===== src/rtl/count_sched_if.sv =====
// Bundle between the run scheduler and its requesters plus the shared counter.
// slave is the scheduler side; master is the requester/counter side.
interface count_sched_if #(
   parameter int unsigned WIDTH = 4
);
   logic [1:0]       req;
   logic [WIDTH-1:0] len0;
   logic [WIDTH-1:0] len1;
   logic [WIDTH-1:0] count;
   logic             cnt_en;
   logic             cnt_clr;
   logic [1:0]       gnt;
   logic [1:0]       done;
   logic             busy;

   modport slave (
      input  req, len0, len1, count,
      output cnt_en, cnt_clr, gnt, done, busy
   );

   modport master (
      output req, len0, len1, count,
      input  cnt_en, cnt_clr, gnt, done, busy
   );
endinterface


===== src/rtl/count_sched.sv =====
// Round-robin scheduler granting two requesters timed runs of a shared counter:
// clear, count up to the latched length, then pulse done to the winner.
module count_sched #(
   parameter int unsigned WIDTH = 4
) (
   input logic          clk,
   input logic          rst,
   count_sched_if.slave bus
);
   typedef enum logic [1:0] {IDLE, CLEAR, RUN, DONE} state_e;

   state_e           state_q, state_d;
   logic [WIDTH-1:0] len_q, len_d;
   logic [1:0]       gnt_q, gnt_d;
   logic [1:0]       done_q, done_d;
   logic             busy_q, busy_d;
   logic             cnt_clr_q, cnt_clr_d;
   logic             last_q, last_d;
   logic             win;
   logic             req_held;

   always_comb begin
      state_d  = state_q;
      len_d    = len_q;
      gnt_d    = gnt_q;
      done_d   = '0;
      last_d   = last_q;
      win      = 1'b0;
      req_held = |(bus.req & gnt_q);
      case (state_q)
         IDLE: begin
            if (bus.req != 2'b00) begin
               // both requesting: the one not served last wins
               win     = (bus.req == 2'b11) ? ~last_q : bus.req[1];
               gnt_d   = win ? 2'b10 : 2'b01;
               len_d   = win ? bus.len1 : bus.len0;
               state_d = CLEAR;
            end
         end
         CLEAR: begin
            if (!req_held) begin
               state_d = IDLE;
               gnt_d   = '0;
            end else begin
               state_d = RUN;
            end
         end
         RUN: begin
            if (!req_held) begin
               state_d = IDLE;
               gnt_d   = '0;
            end else if (bus.count == len_q) begin
               state_d = DONE;
               done_d  = gnt_q;
            end
         end
         DONE: begin
            state_d = IDLE;
            gnt_d   = '0;
            last_d  = gnt_q[1];
         end
         default: begin
            state_d = IDLE;
            gnt_d   = '0;
         end
      endcase
      busy_d    = (state_d != IDLE);
      cnt_clr_d = (state_d == CLEAR);
   end

   always_ff @(posedge clk) begin
      if (rst) begin
         state_q   <= IDLE;
         len_q     <= '0;
         gnt_q     <= '0;
         done_q    <= '0;
         busy_q    <= 1'b0;
         cnt_clr_q <= 1'b0;
         last_q    <= 1'b1;
      end else begin
         state_q   <= state_d;
         len_q     <= len_d;
         gnt_q     <= gnt_d;
         done_q    <= done_d;
         busy_q    <= busy_d;
         cnt_clr_q <= cnt_clr_d;
         last_q    <= last_d;
      end
   end

   assign bus.cnt_en  = (state_q == RUN) && (bus.count != len_q);
   assign bus.cnt_clr = cnt_clr_q;
   assign bus.gnt     = gnt_q;
   assign bus.done    = done_q;
   assign bus.busy    = busy_q;
endmodule


===== src/flat_wrapper.sv =====
// flat-port wrapper written by rule: the top's interface ports become plain ports
module count_sched_flat 
#(
   parameter int unsigned WIDTH = 4
)
  (clk, rst, bus_req, bus_len0, bus_len1, bus_count, bus_cnt_en, bus_cnt_clr, bus_gnt, bus_done, bus_busy);
  count_sched_if #(.WIDTH(WIDTH)) bus_i ();
  input logic clk;
  input logic rst;
  input wire logic [$bits(bus_i.req)-1:0] bus_req;
  input wire logic [$bits(bus_i.len0)-1:0] bus_len0;
  input wire logic [$bits(bus_i.len1)-1:0] bus_len1;
  input wire logic [$bits(bus_i.count)-1:0] bus_count;
  output wire logic [$bits(bus_i.cnt_en)-1:0] bus_cnt_en;
  output wire logic [$bits(bus_i.cnt_clr)-1:0] bus_cnt_clr;
  output wire logic [$bits(bus_i.gnt)-1:0] bus_gnt;
  output wire logic [$bits(bus_i.done)-1:0] bus_done;
  output wire logic [$bits(bus_i.busy)-1:0] bus_busy;
  assign bus_i.req = bus_req;
  assign bus_i.len0 = bus_len0;
  assign bus_i.len1 = bus_len1;
  assign bus_i.count = bus_count;
  assign bus_cnt_en = bus_i.cnt_en;
  assign bus_cnt_clr = bus_i.cnt_clr;
  assign bus_gnt = bus_i.gnt;
  assign bus_done = bus_i.done;
  assign bus_busy = bus_i.busy;
  count_sched #(.WIDTH(WIDTH)) u_core (.clk(clk), .rst(rst), .bus(bus_i));
endmodule

===== config.mk =====
export PLATFORM = sky130hd
export DESIGN_NAME = count_sched_flat
export DESIGN_NICKNAME = d
export VERILOG_FILES = /design/src/rtl/count_sched_if.sv /design/src/rtl/count_sched.sv /design/src/flat_wrapper.sv
export SDC_FILE = /design/constraint.sdc
export NUM_CORES = 1
export LEC_CHECK = 0
export ABC_AREA = 1
export CAP_MARGIN = 20
export CORE_MARGIN = 2
export CORE_UTILIZATION = 48
export DETAILED_ROUTE_END_ITERATION = 16
export GPL_TIMING_DRIVEN = 0
export PLACE_DENSITY = 0.82
export SLEW_MARGIN = 20
export SYNTH_ARGS = -nofsm -noshare
export SYNTH_HDL_FRONTEND = slang
export SYNTH_SLANG_ARGS = --single-unit

===== constraint.sdc =====
create_clock -name clk -period 3.75 [get_ports clk]
set_input_delay 0.75 -clock clk [delete_from_list [all_inputs] [get_ports clk]]
set_output_delay 0.75 -clock clk [all_outputs]
set_load 0.05 [all_outputs]

==> metrics.md, run 1 <==
| Metric | Value |
|---|---|
| Status | complete, no violations |
| Avg Inst Size Synth | 7.02 µm² |
| Row count | 14 |
| Grt total ovfl | 0 |
| Hold_ws | 480 ps |
| CTS Buffer Depth | 2 |
| Distinct cells, synth | 20 |
| Vias in the first global route | 699 |
| Slew HR | 66.9% |
| Initial drt markers | 2 |
| Clock Latency Late Sink | 280 ps |
| Initial antenna violation count | 0 |
| CP max-delay cell | clkdlybuf4s50_1 |
| Crit Path Class | input port to output pin |
| CP Buf/Inv Count | 2 |
| Initial Util | 50.6% |
| Nets | 154 |
| Setup TNS | 0 ps |
| Die area | 1880 µm² |
| Core box area | 1470 µm² |
| Final Max Slew Viols | 0 |
| Power per cell area | 333 nW/µm² |
| Post-synthesis async set-or-reset flop share | 0% |
| Final Cycle Share | 86.3% |
| VDD IR-drop max | 0.203 mV |
| First drt pass iteration count | 4 |
| Commonest non-fill, non-tap cell in the layout | nand2_1 |
| Post-Syn Area | 744 µm² |
| Fmax achieved | 309 MHz |
| Hold buffer count at cts | 0 |
| MaxCap Viol Count | 0 |
| Layout Skew | 3.86 ps |
| Synthesized net count | 127 |
| CP endpoint kind | output pin |
| Crit-path cells | clkdlybuf4s50_1 -> nand2_1 -> nand2_1 -> nor2_2 -> and2_1 -> nor2_1 -> clkdlybuf4s50_1 |
| I/O Buffers | 22 |
| Antenna Nets Post-Route | 0 |
| Antenna cells | 0 |
| Final hold vios | 0 |
| DR WL/cell | 10.6 µm |
| Pleak | 0.488 nW |
| Via count | 736 |
| Req. time, crit path | 3000 ps |
| DRC | 0 |
| All-layer global routing usage | 20.1% |
| Total CTS buffers | 3 |
| Cts repair resizes | 0 |
| Final setup fails | 0 |
| CTS root buf | clkbuf_4 |
| CP max stage delay | 800 ps |
| Post-Synthesis Cells | 106 |
| Worst endpoint data arrival time | 2490 ps |
| Post-synthesis sequential area ratio | 35.0% |
| First-pass GRT wire length | 2.81 mm |
| Crit path max-delay family | buffers and inverters |
| Period minus WS final | 3240 ps |
| H-tree depth | 1 |
| Clock sink count | 13 |
| IO Pins | 23 |
| CTS tree | built |
| HP Class | flop to flop |
| Layout area overhead | 35.8% |
| Worst-path fanout max | 2 |
| Startpoint Class | input port |
| Layout cell share with drive strength beyond 1 | 15.2% |
| Most frequent cells in the layout | nand2_1 (28), clkdlybuf4s50_1 (22), inv_1 (20) |
| Hpwl dp | 1.25 mm |
| Least-Margin Pin Slew | 494 ps |
| Die width | 43.4 µm |
| FF+latch count, synth | 13 |
| Die height | 43.4 µm |
| Clock transition at path regs | 80 ps |
| Post-synth EDFFs | 0 |
| RSZ-0062 raised after global routing | false |
| Vias per std cell | 4.97 |
| Ys flop type | dfxtp_1 |
| Synth warnings | 0 |
| Final WL | 1.56 mm |
| Final Wtd Congestion | 0.784 |
| Largest net degree at the start of global routing | 10 |
| Post-CTS Repair Setup Buffers | 0 |
-- tightest hold or removal path, delay by kind of cell (launching register included) --
| family | cells | cell delay (ps) |
|---|---|---|
| DFF | 1 | 320 |
| buffers and inverters | 1 | 50 |
| AOI/OAI and AO/OA | 1 | 70 |
-- state kept, by name (all words and copies together), names as in the netlist --
signal,count
u_core.bus.done,2
u_core.state_q,2
u_core.bus.gnt,2
u_core.bus.cnt_clr,1
u_core.last_q,1
u_core.len_q,4
u_core.bus.busy,1
-- cell type report --
cell class | count | area (µm²)
Sequential cell | 13 | 260
Tap cell | 16 | 20.0
Fill cell | 136 | 460
Clock buffer | 4 | 26.3
Inverter | 23 | 86.3
Multi-Input combinational cell | 70 | 398
Timing Repair Buffer | 22 | 220
-- through the flow --
step / setup slack, ps / cell area (µm²) / power, mW / std cells / util (%)
finish: 515 / 1010 / 0.336 / 148 / 68.7
global route: 443 / 1010 / 0.358 / 148 / 68.7
CTS: 511 / 1010 / 0.339 / 148 / 68.7
detailed placement: 520 / 985 / 0.253 / 144 / 66.9
global placement: 550 / 985 / 0.250 / 144 / 66.9
floorplan: 1270 / 744 / 0.217 / 106 / -
-- power by group --
| part | total (mW) | leakage [nW] | internal, mW | switching [mW] |
|---|---|---|---|---|
| Combinational | 0.0937 | 0.366 | 0.0392 | 0.0545 |
| Sequential | 0.156 | 0.107 | 0.148 | 0.00752 |
| Clock | 0.0870 | 0.0150 | 0.0413 | 0.0457 |
| Total | 0.336 | 0.488 | 0.229 | 0.108 |
-- path summary, 6_finish.rpt --
path | from | endpoint | slack (ps) | cells past startpoint
max | bus_count[2] | bus_cnt_en | 510 | 7
min | u_core.last_q | u_core.last_q | 480 | 2
max reg2reg | u_core.state_q[0] | u_core.bus.cnt_clr | 2300 | 9
min reg2reg | u_core.last_q | u_core.last_q | 480 | 2
-- metal layers --
| metal | track usage [%] | wire length, µm | vias to the layer above |
|---|---|---|---|
| li1 | - | - | 384 |
| met1 | 24.8 | 683 | 324 |
| met2 | 32.5 | 735 | 23 |
| met3 | 3.33 | 94 | 5 |
| met4 | 12.7 | 50 | 0 |
| met5 | 0 | 0 | - |
-- cell families after synthesis --
logic type	share of synthesized area (%)
AO/OA/AOI/OAI	13.6
AND/OR/NAND/NOR	31.4
flip-flops	35.0
adder cells (fa/ha/maj)	8.40
buffers and inverters	11.6
-- cell usage after synthesis, types with 2 or more instances --
master	instances	area share (%)
dfxtp_1	13	35
nand3_2	3	4.0
ha_1	5	8.4
nor2_1	4	2.0
nand2_1	28	14
nand3_1	2	1.3
inv_2	2	1.0
a21oi_1	2	1.3
inv_1	20	10
o21ai_1	7	4.7
nand2_2	2	1.7
a21oi_2	2	2.4
a31oi_1	4	3.4
nor2_2	6	5.0
(Power assumes the default switching activity.)
==> inputs of run 2 (changes only) <==
Settings changed: HOLD_SLACK_MARGIN from default to 0.02.
==> results of run 2 <==
No change in the layout: final DEF, timing and power equal those of run 1.
==> inputs of run 3 (changes only) <==
Settings changed: CAP_MARGIN 20 to default.
==> results of run 3 <==
No change in the layout: final DEF, timing and power equal those of run 1.
